===== config.mk =====
export PLATFORM = sky130hd
export DESIGN_NAME = udp_acq_tx_packer
export DESIGN_NICKNAME = d
export VERILOG_FILES = /design/src/rtl/acq_tx_pkg.sv /design/src/rtl/acq_word_serializer.sv /design/src/rtl/udp_acq_tx_packer.sv
export SDC_FILE = /design/constraint.sdc
export NUM_CORES = 1
export LEC_CHECK = 0
export ABC_AREA = 1
export ABC_CLOCK_PERIOD_IN_PS = 2900
export BUFFER_PORTS_ARGS = -buffer_cell sky130_fd_sc_hd__buf_2
export CORE_AREA = 2 2 167 169
export DETAILED_ROUTE_END_ITERATION = 10
export DIE_AREA = 0 0 169 171
export PLACE_DENSITY = 0.87
export SLEW_MARGIN = 10
export SYNTH_ARGS = -nofsm -noshare
export SYNTH_HDL_FRONTEND = slang
export SYNTH_SLANG_ARGS = --single-unit

===== constraint.sdc =====
create_clock -name clk -period 2.9 [get_ports clk]
set_input_delay 0.29 -clock clk [delete_from_list [all_inputs] [get_ports clk]]
set_output_delay 0.29 -clock clk [all_outputs]
set_load 0.01 [all_outputs]

===== src/rtl/acq_tx_pkg.sv =====
// Shared types and constants for the acquisition-stream UDP TX packetizer.
package acq_tx_pkg;

    typedef enum logic [2:0] {
        IDLE,
        HDR,
        FETCH,
        BYTES,
        CKSUM,
        STATUS
    } state_t;

    localparam int WORD_BITS   = 108;
    localparam int EXT_BITS    = 112;
    localparam int WORD_BYTES  = 14;
    localparam int HDR_BYTES   = 2;
    localparam int CKSUM_BYTES = 2;

    function automatic logic [95:0] pack_status(input logic [47:0] mac,
                                                input logic [31:0] ip,
                                                input logic [15:0] len);
        return {mac, ip, len};
    endfunction

endpackage


===== src/rtl/acq_word_serializer.sv =====
// Turns one 108-bit acquisition word into 14 bytes, MSB first, advancing
// only on cycles where the downstream data FIFO accepts a byte.
module acq_word_serializer
    import acq_tx_pkg::*;
(
    input  logic                 clk,
    input  logic                 reset,
    input  logic                 load,
    input  logic [WORD_BITS-1:0] load_word,
    input  logic                 advance,
    input  logic                 full,
    output logic [7:0]           data_byte,
    output logic                 write,
    output logic                 last
);

    logic [EXT_BITS-1:0] shreg;
    logic [3:0]          byte_idx;

    assign write     = advance && !full;
    assign last      = write && (byte_idx == 4'(WORD_BYTES - 1));
    assign data_byte = shreg[EXT_BITS-1 -: 8];

    // Word is zero-extended to 112 bits so the top nibble of the first byte is 0.
    always_ff @(posedge clk) begin
        if (reset) begin
            shreg    <= '0;
            byte_idx <= '0;
        end else if (load) begin
            shreg    <= {{(EXT_BITS - WORD_BITS){1'b0}}, load_word};
            byte_idx <= '0;
        end else if (write) begin
            shreg    <= {shreg[EXT_BITS-9:0], 8'h00};
            byte_idx <= last ? 4'd0 : byte_idx + 4'd1;
        end
    end

endmodule


===== src/rtl/udp_acq_tx_packer.sv =====
// Packs acquisition words into sequence-numbered UDP payloads plus one status word per packet.
// Optional 16-bit payload checksum trailer enabled by defining ACQ_TX_CHECKSUM_EN.
module udp_acq_tx_packer
    import acq_tx_pkg::*;
#(
    parameter int WORDS_PER_PKT  = 64,
    parameter int TIMEOUT_CYCLES = 12500
) (
    input  logic                 clk,
    input  logic                 reset,
    input  logic                 enable,
    input  logic [47:0]          destination_mac,
    input  logic [31:0]          destination_ip,
    input  logic [WORD_BITS-1:0] acq_rddata_fifo_108,
    input  logic                 acq_rdempty_fifo_108,
    output logic                 acq_rdreq_fifo_108,
    output logic [7:0]           tx_fifo_data,
    output logic                 tx_fifo_data_write,
    input  logic                 tx_fifo_data_full,
    output logic [95:0]          tx_fifo_status,
    output logic                 tx_fifo_status_write,
    input  logic                 tx_fifo_status_full,
    output logic                 busy,
    output logic [31:0]          packet_count
);

`ifdef ACQ_TX_CHECKSUM_EN
    localparam bit CKSUM_EN = 1'b1;
`else
    localparam bit CKSUM_EN = 1'b0;
`endif

    localparam int     TRAILER_BYTES = CKSUM_EN ? CKSUM_BYTES : 0;
    localparam state_t TAIL_STATE    = CKSUM_EN ? CKSUM : STATUS;
    localparam int     CW            = $clog2(WORDS_PER_PKT + 1);
    localparam int     TW            = $clog2(TIMEOUT_CYCLES + 1);
    localparam logic [TW-1:0] TIMER_LAST = TW'(TIMEOUT_CYCLES - 1);

    state_t          state, next_state;
    logic [47:0]     mac_q;
    logic [31:0]     ip_q;
    logic [15:0]     seq;
    logic [CW-1:0]   word_cnt;
    logic [CW-1:0]   next_cnt;
    logic [TW-1:0]   idle_timer;
    logic            hdr_idx;
    logic [15:0]     payload_len;
    logic            ser_load;
    logic            ser_advance;
    logic [7:0]      ser_byte;
    logic            ser_write;
    logic            ser_last;
    logic            flush_now;

`ifdef ACQ_TX_CHECKSUM_EN
    logic [15:0]     cksum;
    logic            cksum_idx;
`endif

    assign next_cnt    = word_cnt + CW'(1);
    assign payload_len = 16'(HDR_BYTES + TRAILER_BYTES + WORD_BYTES * int'(word_cnt));
    assign flush_now   = (word_cnt != '0) && ((idle_timer == TIMER_LAST) || !enable);
    assign busy        = (state != IDLE);

    acq_word_serializer u_serializer (
        .clk       (clk),
        .reset     (reset),
        .load      (ser_load),
        .load_word (acq_rddata_fifo_108),
        .advance   (ser_advance),
        .full      (tx_fifo_data_full),
        .data_byte (ser_byte),
        .write     (ser_write),
        .last      (ser_last)
    );

    always_ff @(posedge clk) begin
        if (reset) state <= IDLE;
        else       state <= next_state;
    end

    // Strobes are masked while reset is high so an abandoned packet never leaks a write or pop.
    always_comb begin
        next_state           = state;
        acq_rdreq_fifo_108   = 1'b0;
        tx_fifo_data         = 8'h00;
        tx_fifo_data_write   = 1'b0;
        tx_fifo_status       = '0;
        tx_fifo_status_write = 1'b0;
        ser_load             = 1'b0;
        ser_advance          = 1'b0;
        if (!reset) begin
            case (state)
                IDLE: begin
                    if (enable && !acq_rdempty_fifo_108) next_state = HDR;
                end
                HDR: begin
                    tx_fifo_data       = hdr_idx ? seq[7:0] : seq[15:8];
                    tx_fifo_data_write = !tx_fifo_data_full;
                    if (!tx_fifo_data_full && hdr_idx) next_state = FETCH;
                end
                FETCH: begin
                    if (!acq_rdempty_fifo_108) begin
                        acq_rdreq_fifo_108 = 1'b1;
                        ser_load           = 1'b1;
                        next_state         = BYTES;
                    end else if (flush_now) begin
                        next_state = TAIL_STATE;
                    end
                end
                BYTES: begin
                    ser_advance        = 1'b1;
                    tx_fifo_data       = ser_byte;
                    tx_fifo_data_write = ser_write;
                    if (ser_last)
                        next_state = (next_cnt == CW'(WORDS_PER_PKT)) ? TAIL_STATE : FETCH;
                end
`ifdef ACQ_TX_CHECKSUM_EN
                CKSUM: begin
                    tx_fifo_data       = cksum_idx ? cksum[7:0] : cksum[15:8];
                    tx_fifo_data_write = !tx_fifo_data_full;
                    if (!tx_fifo_data_full && cksum_idx) next_state = STATUS;
                end
`endif
                STATUS: begin
                    tx_fifo_status       = pack_status(mac_q, ip_q, payload_len);
                    tx_fifo_status_write = !tx_fifo_status_full;
                    if (!tx_fifo_status_full) next_state = IDLE;
                end
                default: next_state = IDLE;
            endcase
        end
    end

    // Packet context is captured at packet start so mid-packet MAC/IP changes cannot split a frame.
    always_ff @(posedge clk) begin
        if (reset) begin
            mac_q        <= '0;
            ip_q         <= '0;
            seq          <= '0;
            word_cnt     <= '0;
            idle_timer   <= '0;
            hdr_idx      <= 1'b0;
            packet_count <= '0;
        end else begin
            case (state)
                IDLE: begin
                    if (enable && !acq_rdempty_fifo_108) begin
                        mac_q      <= destination_mac;
                        ip_q       <= destination_ip;
                        word_cnt   <= '0;
                        idle_timer <= '0;
                        hdr_idx    <= 1'b0;
                    end
                end
                HDR: begin
                    if (tx_fifo_data_write) hdr_idx <= 1'b1;
                end
                FETCH: begin
                    if (!acq_rdempty_fifo_108)    idle_timer <= '0;
                    else if (idle_timer != TIMER_LAST) idle_timer <= idle_timer + TW'(1);
                end
                BYTES: begin
                    if (ser_last) word_cnt <= next_cnt;
                end
                STATUS: begin
                    if (tx_fifo_status_write) begin
                        seq          <= seq + 16'd1;
                        packet_count <= packet_count + 32'd1;
                    end
                end
                default: ;
            endcase
        end
    end

`ifdef ACQ_TX_CHECKSUM_EN
    // Sum covers header and data bytes only; the trailer bytes themselves are excluded.
    always_ff @(posedge clk) begin
        if (reset) begin
            cksum     <= '0;
            cksum_idx <= 1'b0;
        end else if (state == IDLE) begin
            cksum     <= '0;
            cksum_idx <= 1'b0;
        end else begin
            if (tx_fifo_data_write && (state == HDR || state == BYTES))
                cksum <= cksum + {8'h00, tx_fifo_data};
            if (state == CKSUM && tx_fifo_data_write)
                cksum_idx <= 1'b1;
        end
    end
`endif

endmodule


==> run_results.csv, run 1 <==
group,metric,value,unit
floorplanning,row_count,61,
final_layout,multi_input_area,6579,µm²
yosys,synthCells,1933,
power_and_ir_drop,power_density,572.9,nW/µm²
placement,dpl-instance-area,15030,µm²
yosys,ys_seq_area_share,40.89,%
hold_path,hold_depth,3,
final_layout,syn_to_final_growth,23.53,%
yosys,yosysTopAreaCell,"dfxtp_1",
clock_network,clockRootBuffer,"clkbuf_16",
floorplanning,die_area,28900,µm²
floorplanning,die_h,171,µm
final_layout,drive_above_1_share,20.44,%
final_layout,design_area,16270,µm²
power_and_ir_drop,power,9.320,mW
sta,worst_clock_skew,8.656,ps
floorplanning,die_width,169,µm
sta,hold_violations,0,
clock_network,clk_path_buf_depth,3,
yosys,syn_area,13170,µm²
yosys,syn_avg_cell_area,6.813,µm²
sta,period_needed,3381,ps
final_layout,final_cell_mix,"524 x nand2_1, 327 x buf_2, 266 x dfxtp_1",
final_layout,layout_commonest_cell,"nand2_1",
route,via_per_inst,5.332,
floorplanning,io-pin-count,334,
placement,dp_cells,2532,
route,drt_iter0_markers,1061,
placement,preCtsSetupSlack,-17.09,ps
sta,finalMaxSlewViolations,0,
sta,finalSetupTns,-2575,ps
final_layout,seqCellArea,5391,µm²
final_layout,finalCoreUtilization,59.54,%
clock_network,cts_tree,"built",
grt,grt_max_degree,139,
yosys,synth-seq-cells,269,
critical_path,crit_fanout,3,
floorplanning,core-area,27320,µm²
sta,slew_headroom,46.97,%
grt,grt_overflow,0,
clock_network,h-tree-depth,1,
critical_path,crit_type,"reg2out",
grt,grt_pass1_vias,12670,
yosys,synth_cell_types,43,
final_layout,fillers,2442,
clock_network,clock_sinks,269,
route,firstDrtPassIters,7,
route,avgRoutedWirePerCell,15.06,µm
yosys,synth_area_leaders,"dfxtp_1 41%, nand2_1 15%, a21oi_1 7.9%, inv_1 6.0%, o21ai_0 5.4%",
sta,tightest_slew,794.4,ps
clock_network,clk_latency,550,ps
clock_network,clk_pin_slew,60,ps
power_and_ir_drop,p_leak,7.089,nW
sta,setup_slack,-480.8,ps
placement,gp_congestion,0.9298,
route,vias,13890,
sta,hold_ws,20.70,ps
critical_path,end_kind,"output pin",
job,drv_cap,0,
placement,hpwl,27.12,mm
sta,finalSetupViolCount,8,
run_status,status,"finished with violations",
route,drc,0,
grt,track_usage,25.32,%
critical_path,ff2ff_path_depth,10,
route,antenna_left,0,
grt,grt_pass1_wl,60.55,mm
sta,max_freq,295.8,MHz
hold_path,hold_class,"in2reg",
sta,rsz0062_at_grt,"yes",
placement,io_buffers,328,
sta,fin_crit_sh,116.6,%
route,totalWireLength,39.22,mm
grt,antenna_found_initial,6,
critical_path,start_kind,"register",
floorplanning,initial_core_util,48.20,%
yosys,synth_top_area_share,40.89,%
run_status,violations,"negative setup slack",
final_layout,finalNonFillerCells,2605,
final_layout,nets,2455,
critical_path,worstPathArrival,3090,ps
critical_path,cp_data_required_time,2610,ps
clock_network,cts_buffers,29,
yosys,ys.warnings.count,0,
power_and_ir_drop,vdd_drop_max,0.5012,mV
==> worst max-delay path: stages (launching register included) <==
cell	delay, ps
dfxtp_4	360
fa_1	460
ha_2	210
fa_2	530
nand4_1	130
nor2_1	180
nand3_1	130
nor2_4	140
buf_4	120
a21oi_1	50
o21a_1	110
buf_2	130
==> cell usage after synthesis <==
library cell and count:
buf_6 2, nand2_2 7, nand2_1 527, o21a_1 4
nand3_4 1, a32o_1 1, nor2_1 179, ha_1 22
nor2_2 4, or2_2 1, nor3_2 1, o21bai_1 1
o21ai_1 2, nand4_1 30, inv_1 210, a21boi_0 1
fa_1 7, o21ai_0 141, buf_2 29, dfxtp_1 269
buf_1 4, a21oi_1 207, conb_1 1, xnor2_1 5
o211ai_1 1, a211oi_1 1, xor2_1 7, nand3_1 92
nor2_4 10, a31oi_1 17, buf_4 16, a22oi_1 34
nand3_2 2, clkbuf_1 51, and2_1 1, nor3b_1 2
a221oi_1 3, nor4_1 1, and3_1 2, inv_2 9
nand3b_1 3, nand2_4 2, nor3_1 23
==> routing by layer <==
metal  part of all wire (%)  vias up  wire (µm)  global-route usage [%]
met4                    4.2        6       1660                   11.45
met2                     48      641      18700                   44.96
met5                  0.097        -         38                       0
met1                     39     6326      15460                   29.26
li1                       -     6810          -                       -
met3                    8.6      107       3359                   5.552
==> flip-flops by register name, summed over array words and instances, names as in the netlist <==
register and cells:
ip_q 32, seq 16, packet_count 32, u_serializer.byte_idx 4
word_cnt 7, state 3, idle_timer 14, mac_q 48
hdr_idx 1, u_serializer.shreg 112
==> path summary, 6_finish.rpt <==
kind | from | endpoint | slack (ps)
worst min-delay path | acq_rddata_fifo_108[21] | u_serializer.shreg[21] | 20
worst max register to register | state[0] | u_serializer.shreg[88] | 570
worst max-delay path | word_cnt[1] | tx_fifo_status[8] | -480
worst min register to register | mac_q[7] | mac_q[7] | 460
==> repair_timing <==
item	in CTS	in global routing
endpoints found under the hold margin	12	0
gates resized for setup	13	11
pin swaps	5	5
buffers inserted	2	2
setup endpoints to repair	8	8
hold buffers	11	0
cloned	0	0
==> cell type report <==
class / count / share of cell area (%)
clock inverter: 16 / 1.192
antenna: 4 / 0.06153
inverter: 219 / 5.084
tap: 346 / 2.661
timing repair buffer: 366 / 12.57
sequential: 269 / 33.14
multi-input combinational: 1347 / 40.44
clock buffer: 38 / 4.853
==> power breakdown <==
part	switching [mW]	internal, mW
combinational	0.922	0.492
sequential	0.125	3.97
clock	1.54	2.28
total	2.59	6.73
==> logic make-up (layout without fill, tap and decap cells) <==
family                   Yosys count  after routing  synth area share [%]
AO/OA/AOI/OAI                    413            413                 16.78
XOR/XNOR                          12             12                0.7981
adder cells (fa/ha/maj)           29             29                 3.154
buffers and inverters            321            639                 9.995
flip-flops                       269            269                 40.89
other                              1              9               0.02848
AND/OR/NAND/NOR                  888            888                 28.35
No activity file was read; power rests on OpenSTA's default activity.
==> run 2, diff against run 1 <==
--- a/config.mk
+++ b/config.mk
@@ -11,7 +11,8 @@
 export CORE_AREA = 2 2 167 169
 export DETAILED_ROUTE_END_ITERATION = 10
 export DIE_AREA = 0 0 169 171
-export PLACE_DENSITY = 0.87
+export GPL_ROUTABILITY_DRIVEN = 0
+export PLACE_DENSITY = 0.88
 export SLEW_MARGIN = 10
 export SYNTH_ARGS = -nofsm -noshare
 export SYNTH_HDL_FRONTEND = slang
==> run 2 against run 1 <==
  * Largest cell class unchanged
  * Critical path type unchanged
  * First-iteration DRC count fell by 8.4%
  * Sequential cell count did not move
  * Fmax fell by 3.8%
  * The run still ends with negative setup slack left
==> run_results.csv, run 2 (synthesized netlist as in run 1, its figures left out) <==
group,metric,value,unit
route,avgRoutedWirePerCell,14.97,µm
sta,fin_crit_sh,121.2,%
final_layout,final_cell_mix,"520 x nand2_1, 327 x buf_2, 266 x dfxtp_1",
placement,io_buffers,328,
clock_network,h-tree-depth,1,
power_and_ir_drop,p_leak,7.105,nW
run_status,violations,"negative setup slack",
final_layout,design_area,16300,µm²
clock_network,clk_path_buf_depth,3,
critical_path,cp_num_buf_inv,2,
route,vias,13810,
final_layout,reg_top3,"u_serializer.shreg x112, mac_q x48",
critical_path,path_depth,12,
sta,finalSetupViolCount,8,
sta,finalMaxSlewViolations,0,
clock_network,cts_tree,"built",
critical_path,crit_chain,"fa_1 -> ha_2 -> fa_2 -> nand4_1 -> nor2_2 -> nand3_2 -> nor2_4 -> nand3_2 -> nand2_1 -> inv_1 -> nor2_1 -> buf_2",
power_and_ir_drop,vdd_drop_max,0.4222,mV
run_status,status,"finished with violations",
sta,tightest_slew,982.7,ps
clock_network,clockRootBuffer,"clkbuf_16",
sta,rsz0062_at_grt,"yes",
sta,hold_ws,12.94,ps
grt,track_usage,25.38,%
clock_network,clock_sinks,269,
route,via_per_inst,5.309,
final_layout,largest_register_ffs,112,
route,drc,0,
critical_path,r2r-start,"state[0]",
hold_path,hold_class,"in2reg",
final_layout,seqCellArea,5394,µm²
sta,max_freq,284.5,MHz
critical_path,path_delay_family,"adder cells",
floorplanning,initial_core_util,48.20,%
floorplanning,die_width,169,µm
grt,grt_max_degree,105,
sta,setup_slack,-614.6,ps
floorplanning,io-pin-count,334,
critical_path,ff2ff_path_depth,10,
floorplanning,die_h,171,µm
final_layout,multi_input_area,6623,µm²
sta,worst_clock_skew,8.869,ps
critical_path,crit_type,"reg2out",
grt,grt_pass1_wl,60.83,mm
route,drt_iter0_markers,972,
critical_path,worstPathArrival,3220,ps
sta,slew_headroom,34.49,%
final_layout,syn_to_final_growth,23.75,%
job,drv_cap,0,
critical_path,crit_end,"tx_fifo_status[10]",
clock_network,cts_buffers,29,
clock_network,clk_pin_slew,60,ps
floorplanning,row_count,61,
route,firstDrtPassIters,5,
clock_network,clk_latency,540,ps
critical_path,end_kind,"output pin",
placement,preCtsSetupSlack,-55.32,ps
final_layout,largest_register,"u_serializer.shreg",
placement,dpl-instance-area,15050,µm²
critical_path,cp_data_required_time,2610,ps
final_layout,nets,2455,
final_layout,layout_commonest_cell,"nand2_1",
placement,hpwl,27.19,mm
critical_path,worstSetupStartpoint,"word_cnt[1]",
route,antenna_left,0,
critical_path,cpMostUsedCell,"nand3_2",
power_and_ir_drop,power_density,573.0,nW/µm²
critical_path,cp_slowest_stage_delay,560,ps
grt,grt_pass1_vias,12610,
sta,hold_violations,0,
route,totalWireLength,38.93,mm
critical_path,start_kind,"register",
critical_path,r2r-end,"u_serializer.shreg[8]",
floorplanning,core-area,27320,µm²
final_layout,drive_above_1_share,21.13,%
critical_path,cpMaxStageDelayCell,"fa_2",
sta,period_needed,3515,ps
floorplanning,die_area,28900,µm²
critical_path,crit_fanout,4,
grt,antenna_found_initial,4,
critical_path,r2r_slack,660,ps
grt,grt_overflow,0,
final_layout,fillers,2363,
run 2: metrics by stage:
| stage | utilization, % | setup TNS (ps) | instances | total power, mW |
|---|---|---|---|---|
| after floorplan | - | 0 | 1937 | 5.069 |
| after global placement | 55.10 | 0 | 2535 | 5.444 |
| after detailed placement | 55.10 | -55.32 | 2535 | 5.507 |
| after CTS | 59.26 | -2681 | 2600 | 9.311 |
| after global routing | 59.63 | -3843 | 2600 | 9.727 |
| final | 59.64 | -3032 | 2601 | 9.338 |
run 2: what timing repair did:
item | CTS | global route
buffers inserted | 6 | 2
pin swaps | 9 | 10
endpoints found under the setup margin | 8 | 8
hold buffers | 7 | 0
endpoints found under the hold margin | 7 | 0
resized for setup | 11 | 31
run 2: worst min-delay path by stage:
stage,slack [ps],startpoint,end,depth (start not counted)
floorplan,400,acq_rddata_fifo_108[0],u_serializer.shreg[0],2
global placement,440,ip_q[27],ip_q[27],2
detailed placement,450,mac_q[7],mac_q[7],2
CTS,0.8,destination_mac[45],mac_q[45],3
global route,8,acq_rddata_fifo_108[65],u_serializer.shreg[65],3
finish,10,acq_rddata_fifo_108[5],u_serializer.shreg[5],3
run 2: worst register-to-register path, delay by kind of cell, from the launching register on:
kind / cells / cell delay [ps]
AO/OA/AOI/OAI: 1 / 140
buffers and inverters: 2 / 800
flip-flops: 1 / 390
AND/OR/NAND/NOR: 7 / 830
run 2: final cells by class:
| cell class | instances | area share, % |
|---|---|---|
| clock buffers | 39 | 5.052 |
| multi-input cells | 1347 | 40.64 |
| inverters | 219 | 5.075 |
| clock inverters | 13 | 0.9443 |
| flip-flops and latches | 269 | 33.10 |
| well taps | 346 | 2.656 |
| diodes | 2 | 0.03071 |
| repair buffers | 366 | 12.51 |
run 2: power by group:
| group | internal (mW) | leakage, nW | switching (mW) |
|---|---|---|---|
| Sequential | 3.96 | 2.18 | 0.124 |
| Clock | 2.25 | 0.472 | 1.53 |
| Combinational | 0.513 | 4.45 | 0.957 |
run 2: layer usage:
metal  track usage (%)  up-vias  share of wire (%)
met2             43.57      652                 47
met5                 0        -              0.028
li1                  -     6812                  -
met1             29.64     6216                 38
met4             12.41        2                5.1
met3             6.408      127                9.9
